==> config.mk <==
export PLATFORM = sky130hd
export DESIGN_NAME = adc_ltc2320_emulator_flat
export DESIGN_NICKNAME = d
export VERILOG_FILES = /design/src/rtl/adc_ltc2320_emulator_if.sv /design/src/rtl/adc_ltc2320_emulator.sv /design/src/flat_wrapper.sv
export SDC_FILE = /design/constraint.sdc
export NUM_CORES = 1
export LEC_CHECK = 0
export CAP_MARGIN = 20
export CORE_MARGIN = 2
export CORE_UTILIZATION = 55
export CTS_CLUSTER_SIZE = 25
export DETAILED_ROUTE_END_ITERATION = 8
export MAX_ROUTING_LAYER = met4
export PLACE_DENSITY = 0.85
export SLEW_MARGIN = 15
export SYNTH_ARGS = -nofsm -noshare
export SYNTH_HDL_FRONTEND = slang
export SYNTH_SLANG_ARGS = --single-unit
==> constraint.sdc <==
create_clock -name clk -period 5.5 [get_ports clk]
set_clock_uncertainty 0.1 [all_clocks]
set_input_delay 0.825 -clock clk [delete_from_list [all_inputs] [get_ports clk]]
set_output_delay 0.825 -clock clk [all_outputs]
set_load 0.05 [all_outputs]
==> src/rtl/adc_ltc2320_emulator_if.sv <==
`default_nettype none
// ============================================================================
//  Module      : adc_ltc2320_emulator_if
//  Description : Controller <-> ADC emulator signal bundle (CNV/SCK in,
//                SDO/CLKOUT/status out, channel sample source).
//  Revision    : 1.0  initial release
// ============================================================================
interface adc_ltc2320_emulator_if #(
    parameter int DATA_W = 16
);
    logic                cnv;
    logic                sck;
    logic [8*DATA_W-1:0] ch_data;
    logic [7:0]          sdo;      // sdo[k] is SDO(k+1)
    logic                clkout;
    logic                busy;
    logic                err_cnv;

    modport master (output cnv, sck, ch_data, input sdo, clkout, busy, err_cnv);
    modport slave  (input cnv, sck, ch_data, output sdo, clkout, busy, err_cnv);
endinterface
`default_nettype wire

==> src/rtl/adc_ltc2320_emulator.sv <==
`default_nettype none
// ============================================================================
//  Module      : adc_ltc2320_emulator
//  Description : Responder model of an 8-channel serial ADC: conversion timer,
//                MSB-first readout on 8 SDO lines, delayed CLKOUT echo.
//                Define CH_PATTERN_EN to replace CH_DATA with a counter pattern.
//  Revision    : 1.0  initial release
// ============================================================================
module adc_ltc2320_emulator #(
    parameter int DATA_W      = 16,
    parameter int CONV_CYCLES = 45,
    parameter int CLKOUT_DLY  = 1
) (
    input  wire logic             clk,
    input  wire logic             rst,
    adc_ltc2320_emulator_if.slave bus
);
    localparam int c_tmr_w = $clog2(CONV_CYCLES + 1);
    localparam int c_cnt_w = $clog2(DATA_W + 1);

    typedef enum logic [1:0] {
        S_IDLE    = 2'd0,
        S_CONVERT = 2'd1,
        S_READY   = 2'd2,
        S_DONE    = 2'd3
    } state_t;

    state_t                 r_state, w_state_nxt;
    logic                   r_cnv_q, r_cnv_prev, r_sck_q, r_sck_prev;
    logic                   w_cnv_rise, w_sck_rise, w_accept;
    logic [7:0][DATA_W-1:0] r_shreg, w_shreg_nxt, w_sample;
    logic [c_tmr_w-1:0]     r_timer, w_timer_nxt;
    logic [c_cnt_w-1:0]     r_bitcnt, w_bitcnt_nxt;
    logic                   r_busy, w_busy_nxt;
    logic                   r_err, w_err_nxt;
    logic [7:0]             r_sdo, w_sdo_nxt;

    assign w_cnv_rise = r_cnv_q & ~r_cnv_prev;
    assign w_sck_rise = r_sck_q & ~r_sck_prev;

`ifdef CH_PATTERN_EN
    logic [DATA_W-1:0] r_conv_cnt;

    always_ff @(posedge clk) begin
        if (rst) begin
            r_conv_cnt <= '0;
        end else if (w_accept) begin
            r_conv_cnt <= r_conv_cnt + DATA_W'(1);
        end
    end

    for (genvar k = 0; k < 8; k++) begin : g_pattern
        assign w_sample[k] = r_conv_cnt + DATA_W'(k * 4096);
    end
`else
    assign w_sample = bus.ch_data;
`endif

    always_ff @(posedge clk) begin
        if (rst) begin
            r_cnv_q    <= 1'b0;
            r_cnv_prev <= 1'b0;
            r_sck_q    <= 1'b0;
            r_sck_prev <= 1'b0;
            r_state    <= S_IDLE;
            r_shreg    <= '0;
            r_timer    <= '0;
            r_bitcnt   <= '0;
            r_busy     <= 1'b0;
            r_err      <= 1'b0;
            r_sdo      <= '0;
        end else begin
            r_cnv_q    <= bus.cnv;
            r_cnv_prev <= r_cnv_q;
            r_sck_q    <= bus.sck;
            r_sck_prev <= r_sck_q;
            r_state    <= w_state_nxt;
            r_shreg    <= w_shreg_nxt;
            r_timer    <= w_timer_nxt;
            r_bitcnt   <= w_bitcnt_nxt;
            r_busy     <= w_busy_nxt;
            r_err      <= w_err_nxt;
            r_sdo      <= w_sdo_nxt;
        end
    end

    always_comb begin
        w_state_nxt  = r_state;
        w_shreg_nxt  = r_shreg;
        w_timer_nxt  = r_timer;
        w_bitcnt_nxt = r_bitcnt;
        w_busy_nxt   = r_busy;
        w_err_nxt    = r_err;
        w_sdo_nxt    = '0;
        w_accept     = 1'b0;

        case (r_state)
            S_CONVERT: begin
                if (w_cnv_rise) begin
                    w_err_nxt = 1'b1;
                end
                if (r_timer == '0) begin
                    w_busy_nxt  = 1'b0;
                    w_state_nxt = S_READY;
                    for (int k = 0; k < 8; k++) begin
                        w_sdo_nxt[k] = r_shreg[k][DATA_W-1];
                    end
                end else begin
                    w_timer_nxt = r_timer - c_tmr_w'(1);
                end
            end
            S_READY: begin
                w_sdo_nxt = r_sdo;
                // CNV has priority over a coincident SCK rise
                if (w_cnv_rise) begin
                    w_accept = 1'b1;
                end else if (w_sck_rise) begin
                    w_bitcnt_nxt = r_bitcnt + c_cnt_w'(1);
                    for (int k = 0; k < 8; k++) begin
                        w_shreg_nxt[k] = {r_shreg[k][DATA_W-2:0], 1'b0};
                        w_sdo_nxt[k]   = r_shreg[k][DATA_W-2];
                    end
                    if (r_bitcnt == c_cnt_w'(DATA_W - 1)) begin
                        w_state_nxt = S_DONE;
                        w_sdo_nxt   = '0;
                    end
                end
            end
            default: begin
                if (w_cnv_rise) begin
                    w_accept = 1'b1;
                end
            end
        endcase

        if (w_accept) begin
            w_shreg_nxt  = w_sample;
            w_timer_nxt  = c_tmr_w'(CONV_CYCLES - 1);
            w_bitcnt_nxt = '0;
            w_busy_nxt   = 1'b1;
            w_sdo_nxt    = '0;
            w_state_nxt  = S_CONVERT;
        end
    end

    generate
        if (CLKOUT_DLY == 0) begin : g_clkout_pass
            assign bus.clkout = bus.sck;
        end else begin : g_clkout_dly
            logic [CLKOUT_DLY-1:0] r_dly;

            always_ff @(posedge clk) begin
                if (rst) begin
                    r_dly <= '0;
                end else begin
                    r_dly[0] <= bus.sck;
                    for (int i = 1; i < CLKOUT_DLY; i++) begin
                        r_dly[i] <= r_dly[i-1];
                    end
                end
            end

            assign bus.clkout = r_dly[CLKOUT_DLY-1];
        end
    endgenerate

    assign bus.sdo     = r_sdo;
    assign bus.busy    = r_busy;
    assign bus.err_cnv = r_err;
endmodule
`default_nettype wire

==> src/flat_wrapper.sv <==
// flat-port wrapper written by rule: the top's interface ports become plain ports
module adc_ltc2320_emulator_flat 
#(
    parameter int DATA_W      = 16,
    parameter int CONV_CYCLES = 45,
    parameter int CLKOUT_DLY  = 1
)
  (clk, rst, bus_cnv, bus_sck, bus_ch_data, bus_sdo, bus_clkout, bus_busy, bus_err_cnv);
  adc_ltc2320_emulator_if #(.DATA_W(DATA_W)) bus_i ();
  input  wire logic clk;
  input  wire logic rst;
  input wire logic [$bits(bus_i.cnv)-1:0] bus_cnv;
  input wire logic [$bits(bus_i.sck)-1:0] bus_sck;
  input wire logic [$bits(bus_i.ch_data)-1:0] bus_ch_data;
  output wire logic [$bits(bus_i.sdo)-1:0] bus_sdo;
  output wire logic [$bits(bus_i.clkout)-1:0] bus_clkout;
  output wire logic [$bits(bus_i.busy)-1:0] bus_busy;
  output wire logic [$bits(bus_i.err_cnv)-1:0] bus_err_cnv;
  assign bus_i.cnv = bus_cnv;
  assign bus_i.sck = bus_sck;
  assign bus_i.ch_data = bus_ch_data;
  assign bus_sdo = bus_i.sdo;
  assign bus_clkout = bus_i.clkout;
  assign bus_busy = bus_i.busy;
  assign bus_err_cnv = bus_i.err_cnv;
  adc_ltc2320_emulator #(.DATA_W(DATA_W), .CONV_CYCLES(CONV_CYCLES), .CLKOUT_DLY(CLKOUT_DLY)) u_core (.clk(clk), .rst(rst), .bus(bus_i));
endmodule
# Yosys cells after proc, flatten, opt, wreduce, memory -nomap -nowiden
# Index checks and enable logic that the tools add are counted.
dict set report word_totals {
  out_inout_bits 11
  reg_bits 155
  in_bits 132
}
dict set report classes {
  n_bitwise 6
  reduce_logical 17
  add_sub_neg 2
  n_eq_ne 13
  n_mux 23
}
# operator n
set ops {}
lappend ops {{two-way mux 128 bit} 4}
lappend ops {{two-way mux 8 bit} 4}
lappend ops {{two-way mux 6 bit} 3}
lappend ops {{one-hot mux 8 bit (2 select lines)} 1}
lappend ops {{AND reduction 2 bit} 5}
lappend ops {{AND reduction 5 bit} 2}
lappend ops {{nonzero test 2 bit} 5}
lappend ops {{!= test 3 x 1 -> 1 bit, second input constant} 3}
lappend ops {{two-way mux 2 bit} 4}
lappend ops {{!= test 2 x 1 -> 1 bit, second input constant} 4}
lappend ops {{logical NOT 6 bit} 1}
lappend ops {{two-way mux 1 bit} 6}
lappend ops {{AND reduction 3 bit} 2}
lappend ops {{subtractor 6 x 1 -> 6 bit, second input constant} 1}
lappend ops {{adder 5 x 1 -> 5 bit, second input constant} 1}
lappend ops {{equality test 5 x 4 -> 1 bit, second input constant} 1}
lappend ops {{!= test 2 bit, second input constant} 2}
lappend ops {{NOT 1 bit} 4}
lappend ops {{one-hot mux 2 bit (2 select lines)} 1}
lappend ops {{!= test 3 bit, second input constant} 1}
lappend ops {{nonzero test 3 bit} 1}
lappend ops {{AND 1 bit} 2}
lappend ops {{equality test 2 x 1 -> 1 bit, second input constant} 1}
lappend ops {{equality test 2 bit, second input constant} 1}
lappend ops {{OR reduction 2 bit} 1}

# Depth between registers and ports, before layout
# Gate-level depths: netlist of the first run.
dict set report depth {
  word_depth 6
  ltp_mapped 10
  ltp_nobuf 6
}

# Worst setup path before layout of the first run
# OpenSTA, ideal clock, no wires.
dict set report synth_path {
  path_kind {reg-to-reg}
  from {register u_core.r_state[1]}
  to {register u_core.r_sdo[0], in the netlist u_core.bus.sdo[0]}
  t_required_ns 5.278
  slack_ns 3.561
  n_path_buf 4
  arrival_time_ns 1.717
  stages_incl_launch_ff 11
  cell_sequence {dfxtp_1 inv_1 ha_1 clkbuf_2 or3b_1 buf_2 nand2b_2 buf_4 nor2b_1 buf_2 o2bb2ai_1}
}
dict set report synth_via {
  elab_chain_cells 3
}
# element line_no
set synth_lines {}
lappend synth_lines {{start: declaration} adc_ltc2320_emulator.sv:28} ;# state_t r_state, w_state_nxt;
lappend synth_lines {{start signal: assignment} adc_ltc2320_emulator.sv:77} ;# r_state <= w_state_nxt;
lappend synth_lines {{equality test 2 bit / equality test 2 x 1 -> 1 bit (equally long branches)} adc_ltc2320_emulator.sv:97} ;# case (r_state)
lappend synth_lines {{!= test 2 bit (no line), or another cell as far along} n/a}
lappend synth_lines {{AND reduction 2 bit (no line) / OR reduction 2 bit (equally long branches)} n/a}
lappend synth_lines {{end signal: assignment} adc_ltc2320_emulator.sv:83} ;# r_sdo <= w_sdo_nxt;
lappend synth_lines {{end: declaration} adc_ltc2320_emulator.sv:36} ;# logic [7:0] r_sdo, w_sdo_nxt;
# Parallel ways exist; a longest one is shown, timed or not.
# A chain may end at the register's enable or synchronous reset.

# Worst setup path after layout of the first run
dict set report layout_path {
  from {register u_core.r_state[1]}
  to {register u_core.r_shreg[73] (netlist bit)}
}
dict set report layout_via {
  elab_chain_cells 4
}
# element line_no
set layout_lines {}
lappend layout_lines {{equality test 2 x 1 -> 1 bit} adc_ltc2320_emulator.sv:97}
lappend layout_lines {{two-way mux 1 bit} n/a}
lappend layout_lines {{!= test 2 bit (no line) / nonzero test 2 bit (equally long branches)} n/a}
lappend layout_lines {{AND reduction 3 bit (no line)} n/a}
lappend layout_lines {{end signal: assignment} adc_ltc2320_emulator.sv:78} ;# r_shreg <= w_shreg_nxt;
lappend layout_lines {{end: declaration} adc_ltc2320_emulator.sv:31} ;# logic [7:0][DATA_W-1:0] r_shreg, w_shreg_nxt, w_sample;
# Parallel ways exist; a longest one is shown, timed or not.

==> impl_metrics.yaml, run 1 <==
clock_tree:
  clkTransAtPathRegs_ns: 0.06
  cts_hold_buf: 0
  cts_max_level: 4
  ctsResizeCount: 0
  cts_root_buffer: "clkbuf_16"
  clockBufferDepth: 2
  post_cts_buffers: 0
  insertion_delay_ns: 0.43
  cts_sinks: 155
  cts_buffers: 17
  cts_tree: "done"
final_layout:
  n_antenna_cell: 0
  final_common_cell: "nand2_1"
  multiInputGateArea_um2: 3160
  ff_latch_area_um2: 3100
  syn_to_final_growth_pct: 27.1
  final_cell_mix: "250 x nand2_1, 155 x dfxtp_1, 141 x clkdlybuf4s50_1"
  nFillCells: 959
  final_nets: 1052
  drive_gt1_share_pct: 4.85
floorplanning:
  die_w_um: 114
  die_area_um2: 13000
  initial_core_util_pct: 56.1
  die_h_um: 114
  core_um2: 11900
  ios: 143
  rows: 40
power_and_ir_drop:
  switchingPower_uw: 711
  p_leak_uw: 0.00295
  intPower_uw: 2090
  peakVddDrop_v: 0.000220
  clkPwrFrac_pct: 40.1
  seq_power_share_pct: 45.5
  power.share.combinational_pct: 14.4
  power_density_nw_per_um2: 330
  swShare_pct: 25.4
sta:
  tightest_slew_ns: 1.01
  slew-limit-headroom_pct: 32.5
  finalHoldViolCount: 0
  finalCritPeriodShare_pct: 54.1
  fin_ws_ns: 2.53
  fmax_ghz: 0.336
  rsz0062_at_grt: "no"
  layout_min_cycle_time_ns: 2.97
  final-setup-viol-count: 0
  setup_tns_ns: 0
  drv_slew: 0
route:
  vias: 6152
  drtAntennaViolNets: 0
  dr.pass1.iters: 5
  drt-total-wl_um: 16000
  drtIter0Drc: 586
  vias_per_cell: 5.72
  post_drt_wl_per_cell_um: 14.9
  route.detailed.drc: 0
place:
  place_hpwl_um: 9620
  portBuffers: 142
  dp_slack_ns: 2.60
  gp_congestion: 0.794
setup_path:
  path_class: "register to register"
  critPathRequiredTime_ns: 5.71
  r2r_cells: 6
  critPathBufInv: 2
  worst-path-stages: 6
  ff2ff_setup_slack_ns: 2.53
  critical-path-top-delay-family: "buffers and inverters"
  start_kind: "register"
  r2r_start: "u_core.r_state[1]"
  crit_chain: "inv_1, ha_1, or3b_4, buf_4, nor2_1, a311oi_1"
  slowest_delay_ns: 0.89
  worst_setup_path_end_kind: "register"
  slowest_stage: "buf_4"
  cp_data_arrival_time_ns: 3.18
  path_max_fanout: 110
  r2r-end: "u_core.r_shreg[73]"
min_path:
  min_path_cells: 1
  hold_start: "u_core.bus.sdo[5]"
  hold_end: "u_core.bus.sdo[5]"
  hp-class: "register to register"
synthesis:
  synth_edf_count: 0
  syn_inst: 826
  async_flop_share_pct: 0
  ys_types: 40
  synth_area_per_cell_um2: 8.09
  synth_area_leaders: "dfxtp_1 46%, a311oi_1 16%, nand2_1 14%, nor2_1 7.8%, buf_2 2.0%"
  yosysWarnings: 0
  synth-seq-cells: 155
  ys.flop_type: "dfxtp_1"
  syn_nets: 963
  synth_top_area_share_pct: 46.5
  synth.largest_area_cell: "dfxtp_1"
  synth-seq-area-share_pct: 46.5
  syn_area_um2: 6680
global_routing:
  grt_pass1_vias: 5509
  grt-ovfl-total: 0
  grt_max_degree: 111
  antenna_found_initial: 0
  grt_first_pass_wirelength_um: 26100
  grt.total_usage_pct: 25.5
run_status:
  outcome: "finished, final reports clean"
job:
  drv_cap: 0
state kept, by name, summed over array words and instances (netlist names), 2 cells and up:
register and flops:
u_core.r_shreg 128, u_core.bus.sdo 8, u_core.r_timer 6, u_core.r_bitcnt 5, u_core.r_state 2
layer usage:
| metal | track usage [%] | vias to the layer above | routed length (um) |
|---|---|---|---|
| li1 | - | 3064 | - |
| met1 | 35.3 | 2848 | 7640 |
| met2 | 36.3 | 210 | 7160 |
| met3 | 4.92 | 30 | 837 |
| met4 | 11.3 | 0 | 336 |
| met5 | - | - | 0 |
layout make-up:
cell class / count / share of cell area (%)
multi-input cells: 588 / 37.2
clock buffers: 25 / 5.95
well taps: 147 / 2.17
clock inverters: 7 / 0.737
repair buffers: 147 / 17.2
flip-flops and latches: 155 / 36.5
inverters: 6 / 0.265
synthesized netlist by cell type, types with 3 or more instances:
library cell	count
xor2_1	4
nor3_1	4
a22oi_1	8
buf_2	27
o2bb2ai_1	8
a21oi_1	4
ha_1	5
inv_1	6
nand2_1	250
nor2_1	139
clkbuf_1	35
a2bb2oi_1	8
buf_6	11
a311oi_1	121
dfxtp_1	155
nand2b_1	3
a211oi_1	3
nor2b_1	6
through the flow:
step	utilization (%)	power [uW]	cell area (um^2)	std cells	hold WS (ns)
after floorplan	-	1550	6680	826	0.352
after global placement	66.5	1690	7920	1043	0.343
after detailed placement	66.5	1690	7920	1043	0.351
after CTS	71.3	2810	8490	1075	0.366
after global routing	71.3	2910	8490	1075	0.392
final	71.3	2800	8490	1075	0.363
power groups by stage:
stage          logic, uW  clock network [uW]  registers, uW
2_1_floorplan        263                   0           1290
3_3_place_gp         394                   0           1290
3_5_place_dp         401                   0           1290
4_1_cts              405                1130           1270
5_1_grt              448                1180           1280
6_report             405                1120           1270
worst register-to-register path, cell delays in order, from the launching register on:
cell,delay [ns]
dfxtp_1,0.32
inv_1,0.09
ha_1,0.34
or3b_4,0.67
buf_4,0.90
nor2_1,0.11
a311oi_1,0.34
logic make-up after synthesis:
| group | share of synthesized area [%] |
|---|---|
| AO/OA/AOI/OAI | 20.6 |
| buffers and inverters | 6.56 |
| XOR/XNOR | 0.787 |
| AND/OR/NAND/NOR | 24.7 |
| flip-flops | 46.5 |
| adder cells (fa/ha/maj) | 0.937 |
how the worst max path moves through the flow:
stage                            from                 end
detailed placement  u_core.r_state[1]  u_core.r_shreg[73]
floorplan           u_core.r_state[1]   u_core.bus.sdo[0]
finish              u_core.r_state[1]  u_core.r_shreg[73]
CTS                 u_core.r_state[1]  u_core.r_shreg[59]
global placement    u_core.r_state[1]  u_core.r_shreg[23]
global route        u_core.r_state[1]  u_core.r_shreg[20]
(Power assumes the default switching activity.)
==> inputs of run 2 (changes only) <==
--- a/config.mk
+++ b/config.mk
@@ -7,11 +7,11 @@
 export LEC_CHECK = 0
 export CAP_MARGIN = 20
 export CORE_MARGIN = 2
-export CORE_UTILIZATION = 55
+export CORE_UTILIZATION = 51
 export CTS_CLUSTER_SIZE = 25
 export DETAILED_ROUTE_END_ITERATION = 8
 export MAX_ROUTING_LAYER = met4
-export PLACE_DENSITY = 0.85
+export PLACE_DENSITY = 0.8
 export SLEW_MARGIN = 15
 export SYNTH_ARGS = -nofsm -noshare
 export SYNTH_HDL_FRONTEND = slang
==> constraint.sdc (replaced) <==
create_clock -name clk -period 3.03 [get_ports clk]
set_clock_uncertainty 0.1 [all_clocks]
set_input_delay 0.4545 -clock clk [delete_from_list [all_inputs] [get_ports clk]]
set_output_delay 0.4545 -clock clk [all_outputs]
set_load 0.05 [all_outputs]
==> impl_metrics.yaml, run 2 (synthesis gave the netlist of run 1 again) <==
run_status:
  outcome: "finished, final reports clean"
route:
  drtAntennaViolNets: 0
  vias: 6005
  drt-total-wl_um: 16400
  vias_per_cell: 5.45
  drtIter0Drc: 754
  post_drt_wl_per_cell_um: 14.9
  dr.pass1.iters: 5
  route.detailed.drc: 0
sta:
  fmax_ghz: 0.450
  tightest_slew_ns: 0.724
  finalHoldViolCount: 0
  slew-limit-headroom_pct: 51.7
  fin_ws_ns: 0.808
  rsz0062_at_grt: "no"
  finalCritPeriodShare_pct: 73.3
  drv_slew: 0
  layout_min_cycle_time_ns: 2.22
  setup_tns_ns: 0
  final-setup-viol-count: 0
  hold_slack_ns: 0.369
setup_path:
  r2r_cells: 6
  setup.worst_path.start: "u_core.r_state[1]"
  path_max_fanout: 11
  worst_setup_path_end_kind: "register"
  r2r_start: "u_core.r_state[1]"
  cp_data_arrival_time_ns: 2.46
  r2r-end: "u_core.bus.sdo[6]"
  path_class: "register to register"
  slowest_stage: "nor2b_1"
  critPathCapture: "u_core.bus.sdo[6]"
  critPathBufInv: 1
  critical-path-top-delay-family: "simple AND/OR/NAND/NOR gates"
  start_kind: "register"
  critPathRequiredTime_ns: 3.27
  crit_chain: "inv_1, ha_1, or3b_4, nand2b_2, nor2b_1, o2bb2ai_1"
  ff2ff_setup_slack_ns: 0.81
  worst-path-stages: 6
  slowest_delay_ns: 0.58
final_layout:
  final_nets: 1054
  final_cell_mix: "250 x nand2_1, 155 x dfxtp_1, 141 x clkdlybuf4s50_1"
  n_antenna_cell: 0
  nFillCells: 1055
  drive_gt1_share_pct: 5.05
  final_cells: 1102
  regMostFlops: "u_core.r_shreg"
  syn_to_final_growth_pct: 30.0
  final_common_cell: "nand2_1"
  largest_register_ffs: 128
place:
  dp_slack_ns: 0.910
  dp.cells: 1070
  gp_congestion: 0.764
  place_hpwl_um: 9730
  portBuffers: 142
clock_tree:
  clkTransAtPathRegs_ns: 0.06
  cts_sinks: 155
  post_cts_buffers: 0
  cts_tree: "done"
  cts_root_buffer: "clkbuf_16"
  insertion_delay_ns: 0.42
  cts_buffers: 17
  clockBufferDepth: 2
  cts_hold_buf: 0
  ctsResizeCount: 0
  cts_max_level: 4
power_and_ir_drop:
  peakVddDrop_v: 0.000395
  p_leak_uw: 0.00302
  power_density_nw_per_um2: 611
floorplanning:
  die_h_um: 118
  rows: 41
  core_um2: 12700
  die_w_um: 118
  ios: 143
  initial_core_util_pct: 52.5
  die_area_um2: 14000
min_path:
  hp-class: "register to register"
job:
  drv_cap: 0
global_routing:
  grt_pass1_vias: 5602
  grt-ovfl-total: 0
  antenna_found_initial: 0
  grt_first_pass_wirelength_um: 27300
  grt.total_usage_pct: 24.2
  grt_max_degree: 139
run 2: cell count changes in the layout (fill, tap and decap cells not counted):
cell	previous run	this run
buf_12	0	6
buf_4	6	2
clkinv_2	5	1
bufinv_16	1	3
clkbuf_8	5	7
run 2: area by class of cell:
class                      count  area, um^2  area share, %
clock buffer                  27         533           6.14
tap                          172         215           2.48
inverter                       6        22.5          0.259
sequential                   155        3100           35.7
clock inverter                 5         103           1.18
multi-input combinational    588        3160           36.4
timing repair buffer         149        1550           17.8
run 2: worst min-delay path by stage:
stage | to | start | depth (start not counted) | slack, ns
5_1_grt | u_core.bus.sdo[4] | u_core.bus.sdo[4] | 1 | 0.39
3_5_place_dp | u_core.bus.sdo[0] | u_core.bus.sdo[0] | 1 | 0.35
6_report | u_core.bus.sdo[4] | u_core.bus.sdo[4] | 1 | 0.37
4_1_cts | u_core.bus.sdo[4] | u_core.bus.sdo[4] | 1 | 0.37
2_1_floorplan | u_core.r_cnv_prev | u_core.r_cnv_q | 1 | 0.35
3_3_place_gp | u_core.bus.sdo[1] | u_core.bus.sdo[1] | 1 | 0.35
run 2: through the flow:
step                utilization (%)  total power, uW  instance area (um^2)
floorplan                         -             2820                  6680
CTS                            68.2             5320                  8680
global route                   68.2             5500                  8680
detailed placement             63.2             3090                  8050
finish                         68.2             5300                  8680
global placement               63.2             3080                  8050
run 2: report_power, final:
| part | internal (uW) | leakage (uW) | total [uW] | switching, uW |
|---|---|---|---|---|
| registers | 2210 | 0.00127 | 2310 | 98.1 |
| clock network | 1450 | 0.000310 | 2240 | 792 |
| logic | 361 | 0.00143 | 749 | 389 |
| total | 4020 | 0.00302 | 5300 | 1280 |
run 2: metal layers:
| layer | vias up | part of all wire (%) | GRT usage (%) |
|---|---|---|---|
| li1 | 3066 | - | - |
| met1 | 2757 | 47 | 32.7 |
| met2 | 165 | 45 | 35.6 |
| met3 | 17 | 6.4 | 6.42 |
| met4 | 0 | 1.6 | 7.22 |
| met5 | - | 0 | - |
run 2: worst reg2reg max path, cell delays in order (launching register included):
cell	delay, ns
dfxtp_1	0.33
inv_1	0.11
ha_1	0.35
or3b_4	0.28
nand2b_2	0.20
nor2b_1	0.58
o2bb2ai_1	0.19
==> inputs of run 3 (changes only) <==
==> constraint.sdc (replaced) <==
create_clock -name clk -period 2.2 [get_ports clk]
set_clock_uncertainty 0.1 [all_clocks]
set_input_delay 0.33 -clock clk [delete_from_list [all_inputs] [get_ports clk]]
set_output_delay 0.33 -clock clk [all_outputs]
set_load 0.05 [all_outputs]
==> impl_metrics.yaml, run 3 (synthesis gave the netlist of run 1 again) <==
setup_path:
  start_kind: "register"
  ff2ff_setup_slack_ns: 0.15
  cp_data_arrival_time_ns: 1.63
  critPathBufInv: 1
  r2r_cells: 7
  path_max_fanout: 2
  path_class: "register to output port"
  slowest_stage: "clkdlybuf4s50_1"
  r2r-end: "u_core.r_shreg[112]"
  slowest_delay_ns: 0.82
  r2r_start: "u_core.r_state[1]"
  crit_chain: "clkdlybuf4s50_1"
  critical-path-top-delay-family: "buffers and inverters"
  worst_setup_path_end_kind: "output port"
  critPathRequiredTime_ns: 1.77
clock_tree:
  cts_root_buffer: "clkbuf_16"
  insertion_delay_ns: 0.42
  ctsResizeCount: 0
  cts_max_level: 4
  clockBufferDepth: 2
  cts_hold_buf: 0
  clkTransAtPathRegs_ns: 0.06
  cts_sinks: 155
  post_cts_buffers: 0
  cts_tree: "done"
  cts_buffers: 17
global_routing:
  grt_pass1_vias: 5664
  grt.total_usage_pct: 24.0
  antenna_found_initial: 1
  grt_first_pass_wirelength_um: 26900
  grt_max_degree: 139
  grt-ovfl-total: 0
final_layout:
  final_cell_mix: "250 x nand2_1, 155 x dfxtp_1, 141 x clkdlybuf4s50_1"
  syn_to_final_growth_pct: 29.3
  final_nets: 1064
  drive_gt1_share_pct: 5.55
  nFillCells: 1078
  largest_register_ffs: 128
  regMostFlops: "u_core.r_shreg"
  final_cells: 1110
  final_common_cell: "nand2_1"
min_path:
  hold_end: "u_core.r_state[1]"
  hp-class: "input pin to register"
  hold_start: "rst"
  min_path_cells: 3
sta:
  slew-limit-headroom_pct: 51.2
  finalCritPeriodShare_pct: 93.5
  rsz0062_at_grt: "no"
  layout_min_cycle_time_ns: 2.06
  hold_slack_ns: 0.278
  final-setup-viol-count: 0
  setup_tns_ns: 0
  tightest_slew_ns: 0.732
  finalHoldViolCount: 0
  fmax_ghz: 0.486
  drv_slew: 0
job:
  drv_cap: 0
place:
  portBuffers: 142
  gp_congestion: 0.778
  place_hpwl_um: 10100
  dp.cells: 1080
floorplanning:
  rows: 41
  core_um2: 12700
  initial_core_util_pct: 52.5
  die_area_um2: 14000
  die_h_um: 118
  ios: 143
  die_w_um: 118
route:
  route.detailed.drc: 0
  drtAntennaViolNets: 0
  vias: 6085
  post_drt_wl_per_cell_um: 14.7
  dr.pass1.iters: 6
  vias_per_cell: 5.48
  drt-total-wl_um: 16300
  drtIter0Drc: 617
power_and_ir_drop:
  power_density_nw_per_um2: 793
  p_leak_uw: 0.00301
  peakVddDrop_v: 0.000617
run_status:
  outcome: "finished, final reports clean"
## run 3: changes by cell type in the layout (fill, tap and decap cells not counted), sizes merged
| cell | previous run | this run |
|---|---|---|
| clkinvlp | 1 | 0 |
| diode | 0 | 1 |
| clkinv | 1 | 2 |
| bufinv | 3 | 0 |
| buf | 8 | 18 |
## run 3: cell type report
class                   instances  area (um^2)  area share (%)
diodes                          1         2.50          0.0290
clock buffers                  27          513            5.94
clock inverters                 2         10.0           0.116
inverters                       6         22.5           0.261
multi-input cells             588         3160            36.6
flip-flops and latches        155         3100            35.9
well taps                     172          215            2.49
repair buffers                159         1610            18.6
## run 3: metrics by stage
step | cell area, um^2 | util [%] | setup WS, ns | power, uW
floorplan | 6680 | - | 0.261 | 3880
global placement | 8110 | 63.7 | 0.242 | 4260
detailed placement | 8110 | 63.7 | 0.182 | 4270
CTS | 8630 | 67.8 | 0.136 | 6890
global route | 8630 | 67.9 | 0.0297 | 7160
finish | 8630 | 67.9 | 0.144 | 6850
## run 3: worst min-delay path, cell delays in order
cell and delay (ns):
buf_4 0.11, nand2b_2 0.26, a21oi_2 0.05
## run 3: where the power goes
part           switching (uW)  internal (uW)  total (uW)
sequential                134           3050        3180
combinational             530            514        1040
clock                    1050           1570        2620
## run 3: per-layer routing
metal / vias up / track usage [%] / part of all wire, %
met2: 163 / 34.8 / 45
met3: 24 / 7.72 / 6.4
met4: 0 / 7.51 / 1.7
met5: - / - / 0
li1: 3085 / - / -
met1: 2813 / 31.9 / 47
## run 3: how the worst max path moves through the flow
stage                      start                  end  slack (ns)  depth (start not counted)
6_report       u_core.bus.sdo[2]           bus_sdo[2]        0.14                          1
5_1_grt        u_core.r_state[1]  u_core.r_shreg[112]        0.03                          7
4_1_cts        u_core.bus.sdo[7]           bus_sdo[7]        0.14                          1
3_5_place_dp   u_core.r_state[1]   u_core.r_shreg[16]        0.18                          7
3_3_place_gp   u_core.r_state[1]   u_core.r_shreg[96]        0.24                          7
2_1_floorplan  u_core.r_state[1]    u_core.bus.sdo[0]        0.26                         10
